`src/rtl/decoder_seq_pkg.sv`:
```
// decoder_seq_pkg: FSM states, mode codes and the active-low line decode shared by decoder_seq
package decoder_seq_pkg;
    typedef enum logic [1:0] {IDLE, DRIVE, GAP} state_t;
    localparam logic MODE_DIRECT = 1'b0;
    localparam logic MODE_SCAN = 1'b1;
    localparam int SEL_W_MAX = 8;
    // decodes at the widest supported select; callers size-cast down to their 2**SEL_W strobes
    function automatic logic [2**SEL_W_MAX-1:0] onehot_n(input logic [SEL_W_MAX-1:0] idx);
        logic [2**SEL_W_MAX-1:0] v;
        v = '1;
        v[idx] = 1'b0;
        return v;
    endfunction
endpackage

```
`src/rtl/decoder_seq.sv`:
```
// decoder_seq: registered enable-gated line decoder with break-before-make gap and dwell-timed scan
module decoder_seq
    import decoder_seq_pkg::*;
#(
    parameter int SEL_W = 3,
    parameter int DWELL_W = 8,
    parameter int GAP_CYC = 1
) (
    input  logic                 clk_i,
    input  logic                 rst_i,
    input  logic                 g1_en_i,
    input  logic                 g2a_en_n_i,
    input  logic                 g2b_en_n_i,
    input  logic                 mode_i,
    input  logic [SEL_W-1:0]     select_i,
    input  logic [DWELL_W-1:0]   dwell_i,
    input  logic [SEL_W-1:0]     last_i,
    output logic [2**SEL_W-1:0]  yn_o,
    output logic                 active_o,
    output logic [SEL_W-1:0]     idx_o,
    output logic                 wrap_o
);
    localparam int OUT_N = 2**SEL_W;
    localparam int GAP_W = GAP_CYC > 0 ? $clog2(GAP_CYC + 1) : 1;
    localparam logic [GAP_W-1:0] GAP_LOAD = GAP_W'(GAP_CYC > 0 ? GAP_CYC - 1 : 0);
    state_t r_state, w_state;
    logic [SEL_W-1:0] r_idx, w_idx, r_pend, w_pend, w_nxt;
    logic r_mode, w_mode, r_wrap, w_wrap, w_en;
    logic [DWELL_W-1:0] r_dwell, w_dwell;
    logic [GAP_W-1:0] r_gap, w_gap;
    assign w_en = g1_en_i & ~g2a_en_n_i & ~g2b_en_n_i;
    assign w_nxt = (r_idx >= last_i) ? '0 : r_idx + 1'b1;
    assign yn_o = (r_state == DRIVE) ? OUT_N'(onehot_n(SEL_W_MAX'(r_idx))) : '1;
    assign active_o = r_state == DRIVE;
    assign idx_o = (r_state == DRIVE) ? r_idx : '0;
    assign wrap_o = r_wrap;
    always_ff @(posedge clk_i) begin
        if (rst_i) begin
            r_state <= IDLE;
            r_idx <= '0;
            r_pend <= '0;
            r_mode <= MODE_DIRECT;
            r_dwell <= '0;
            r_gap <= '0;
            r_wrap <= 1'b0;
        end else begin
            r_state <= w_state;
            r_idx <= w_idx;
            r_pend <= w_pend;
            r_mode <= w_mode;
            r_dwell <= w_dwell;
            r_gap <= w_gap;
            r_wrap <= w_wrap;
        end
    end
    always_comb begin
        w_state = r_state;
        w_idx = r_idx;
        w_pend = r_pend;
        w_mode = r_mode;
        w_dwell = r_dwell;
        w_gap = r_gap;
        w_wrap = 1'b0;
        if (!w_en) begin
            w_state = IDLE;
        end else if (r_state == IDLE) begin
            w_state = DRIVE;
            w_mode = mode_i;
            w_idx = (mode_i == MODE_SCAN) ? '0 : select_i;
            w_dwell = dwell_i;
        end else if (mode_i != r_mode) begin
            w_state = IDLE;
        end else if (r_state == DRIVE) begin
            if (r_mode == MODE_DIRECT) begin
                if (select_i != r_idx) begin
                    if (GAP_CYC > 0) begin
                        w_state = GAP;
                        w_gap = GAP_LOAD;
                    end else begin
                        w_idx = select_i;
                    end
                end
            end else if (r_dwell != '0) begin
                w_dwell = r_dwell - 1'b1;
            end else begin
                // end of this channel's dwell: flag the wrap and move on, via the gap if one is configured
                w_dwell = dwell_i;
                w_wrap = r_idx >= last_i;
                if (GAP_CYC > 0) begin
                    w_state = GAP;
                    w_gap = GAP_LOAD;
                    w_pend = w_nxt;
                end else begin
                    w_idx = w_nxt;
                end
            end
        end else if (r_gap != '0) begin
            w_gap = r_gap - 1'b1;
        end else begin
            w_state = DRIVE;
            w_idx = (r_mode == MODE_SCAN) ? r_pend : select_i;
            if (r_mode == MODE_SCAN) w_dwell = dwell_i;
        end
    end
endmodule

```
`config.mk`:
```
export PLATFORM = sky130hd
export DESIGN_NAME = decoder_seq
export DESIGN_NICKNAME = d
export VERILOG_FILES = /design/src/rtl/decoder_seq_pkg.sv /design/src/rtl/decoder_seq.sv
export SDC_FILE = /design/constraint.sdc
export NUM_CORES = 1
export LEC_CHECK = 0
export ABC_AREA = 1
export CAP_MARGIN = 20
export CORE_MARGIN = 3
export CORE_UTILIZATION = 35
export CTS_CLUSTER_DIAMETER = 150
export DETAILED_ROUTE_END_ITERATION = 6
export PLACE_DENSITY = 0.62
export SETUP_SLACK_MARGIN = 0.1
export SKIP_CTS_REPAIR_TIMING = 1
export SLEW_MARGIN = 30
export SYNTH_ARGS = -nofsm -noshare
export SYNTH_HDL_FRONTEND = slang
export SYNTH_SLANG_ARGS = --single-unit
export TNS_END_PERCENT = 100
```
`constraint.sdc`:
```
create_clock -name clk_i -period 2.05 [get_ports clk_i]
set_clock_uncertainty 0.15 [all_clocks]
set_input_delay 0.3075 -clock clk_i [delete_from_list [all_inputs] [get_ports clk_i]]
set_output_delay 0.3075 -clock clk_i [all_outputs]
set_load 0.01 [all_outputs]
```
==> results by group <==
Status
  • Outcome: completed

Power
  • Clk pwr share: 33.8%
  • Internal: 0.000622 W
  • Sw power: 0.000249 W
  • Sw frac: 28.6%
  • Max IR drop VDD: 0.000351 V
  • PwrDens: 479 mW/mm^2
  • Leakage: 0.876 nW
  • Share of power burned in registers: 43.0%
  • Combinational power share: 23.2%
  • Total power: 0.000870 W

Placed design
  • Placed cell area: 0.00172 sq mm
  • Routability Congestion: 0.801
  • Final HPWL DP: 2690 microns
  • Port Buffers: 32
  • Pre-CTS worst setup slack: 0.0400 ns

Setup path
  • CP Max Fanout: 4
  • Dominant cell type by count on the critical path: a21oi_1
  • CP bufs+invs: 1
  • Nature of the critical path endpoint: flop
  • Slowest stage delay, CP: 0.40 ns
  • Cell Chain, Critical Path: clkdlybuf4s50_1 > ha_1 > o21ai_0 > nand2_1 > a21oi_1 > nand3_1 > a21oi_1
  • Crit path DAT: 1.78 ns
  • Required time of the critical path: 2.09 ns
  • CP startpoint kind: input pin
  • Reg2Reg Depth: 7
  • CP max stage cell: clkdlybuf4s50_1
  • CP Class: input pin to flop
  • Crit-path leading delay family: compound AO/OA/AOI/OAI gates
  • WP depth: 7

Global routing
  • Initial antenna violation count: 0
  • Grt ovf: 0
  • Vias in the first global route: 1198
  • First-pass GRT wire length: 5730 microns
  • Tot GR Track Use: 16.7%
  • Largest net degree at the start of global routing: 13

Clocking
  • CTS tree: done
  • Num CTS Buffers: 3
  • Clock sinks: 18
  • Worst-path clk slew: 0.07 ns
  • Worst skew pair latency: 0.26 ns
  • H-tree depth: 1
  • Root Buffer: clkbuf_8
  • Max clock buf depth: 2

Floorplanning
  • Core footprint: 0.00347 sq mm
  • Die height: 67.4 microns
  • I/O pins: 33
  • Row count: 21
  • Die area: 0.00454 sq mm
  • Initial core utilization: 38.0%
  • Chip Width: 67.4 microns

Timing
  • Final min period: 1.74 ns
  • Final setup fails: 0
  • RSZ-0062 raised after global routing: no
  • Worst Tran Pin Value: 0.551 ns
  • Final hold violation count: 0
  • Setup TNS: 0 ns
  • Final Cycle Share: 85.1%
  • Post-route setup slack: 0.306 ns
  • Slew margin rel.: 63.0%
  • Slew Viols, Final: 0
  • F_max: 574 MHz

Job
  • Max cap viols: 0

Final layout
  • Most frequent cells in the layout: nand2_1, inv_1, a21oi_1
  • Antenna fix cells: 0
  • Net count, final: 272
  • Commonest non-fill, non-tap cell in the layout: nand2_1
  • Reg area: 363 sq um
  • Multi-input logic area: 825 sq um
  • Cell area after layout: 0.00182 sq mm
  • Fraction of layout cells with a size suffix above 1: 11.4%
  • FILL cells: 382
  • Area grow syn2layout: 37.8%

Synthesis
  • Yosys Warn Count: 0
  • Number of synthesized register bits: 18
  • Syn_area_per_cell: 6.33 sq um
  • Cells after Synth: 208
  • Syn nets: 233
  • Yosys cell types: 27
  • Post-Syn Area: 0.00132 sq mm
  • Seq/Total Area, Yosys: 27.4%

Routing
  • First DRT Iteration DRCs: 130
  • DR pass1 iterations: 4
  • Total number of vias: 1389
  • WL/cell: 11.5 microns
  • Via density: 4.76
  • Final ANT Viol Nets: 0
  • Final WL: 3370 microns
  • DRC: 0

Min path
  • Hold path cells: 2
  • Worst hold-check path type: flop to flop
## worst register-to-register path: cells and delay by family, from the launching register on
kind                     cells  cell delay, ns
adder cells (fa/ha/maj)      1            0.27
flip-flops                   1            0.37
AND/OR/NAND/NOR              2            0.19
buffers and inverters        1            0.09
AO/OA/AOI/OAI                3            0.60
## power by group through the flow
stage               sequential (W)  clock, W  combinational, W
floorplan                 0.000378         0          0.000131
global placement          0.000382         0          0.000199
detailed placement        0.000382         0          0.000202
CTS                       0.000374  0.000308          0.000203
global route              0.000377  0.000321          0.000228
finish                    0.000375  0.000294          0.000202
## sequential cells by signal, indices dropped and copies added (netlist names)
signal and count:
r_mode 1, r_idx 3, r_dwell 8, r_pend 3, r_state 2, wrap_o 1
## metal layers
metal	GRT usage, %	wire [microns]	up-vias
met2	24.7	1550	26
met5	0	0	-
met3	3.66	183	0
li1	-	-	741
met1	24.7	1640	622
met4	3.04	0	0
## layout make-up
class | count | area share, %
Multi-Input combinational cell | 154 | 45.4
Sequential cell | 18 | 20.0
Tap cell | 46 | 3.17
Inverter | 33 | 6.82
Timing Repair Buffer | 37 | 21.6
Clock buffer | 4 | 3.03
## cell usage after synthesis
library cell | count | area share (%)
o31ai_1 | 1 | 0.57
inv_1 | 32 | 9.1
nor2_2 | 3 | 1.4
a221oi_1 | 1 | 0.66
nor2_4 | 3 | 2.6
xor2_1 | 5 | 3.3
ha_1 | 5 | 4.7
clkbuf_1 | 1 | 0.28
nand3b_1 | 1 | 0.57
nand4_1 | 3 | 1.4
o21ai_1 | 2 | 0.76
nor2_8 | 1 | 1.5
nand3_1 | 18 | 6.8
nor3_1 | 1 | 0.38
buf_2 | 1 | 0.38
a21oi_1 | 24 | 9.1
nor2_1 | 22 | 6.3
a21oi_2 | 1 | 0.66
dfxtp_1 | 18 | 27
o21ai_4 | 1 | 1.2
nand2_1 | 47 | 13
nand2_4 | 1 | 0.85
nand2_2 | 3 | 1.4
inv_2 | 1 | 0.28
o21ai_0 | 10 | 3.8
or2_2 | 1 | 0.48
buf_4 | 1 | 0.57
## stage by stage
step	cells	util, %	hold slack [ns]
after detailed placement	288	49.5	0.308
after global routing	292	52.3	0.348
after CTS	292	51.1	0.319
final	292	52.3	0.315
after floorplan	208	-	0.295
after global placement	288	49.5	0.308
## worst paths after layout
| path | from | end | slack, ns |
|---|---|---|---|
| worst max-delay path | last_i[0] | r_pend[2]$_SDFFE_PP0P_ | 0.31 |
| worst min-delay path | r_pend[0]$_SDFFE_PP0P_ | r_pend[0]$_SDFFE_PP0P_ | 0.31 |
| worst max register to register | r_idx[0]$_SDFFE_PP0P_ | r_pend[2]$_SDFFE_PP0P_ | 0.32 |
| worst min register to register | r_pend[0]$_SDFFE_PP0P_ | r_pend[0]$_SDFFE_PP0P_ | 0.31 |
## cells by family (layout without fill, tap and decap cells)
family,count (synthesis),in the layout,synth area share [%]
compound gates,40,40,16.8
xor+xnor,5,5,3.32
fa+ha+maj,5,5,4.75
buf+inv,36,74,10.6
flops,18,18,27.4
simple gates,104,104,37.1
Power figures use the tool's default switching activity.
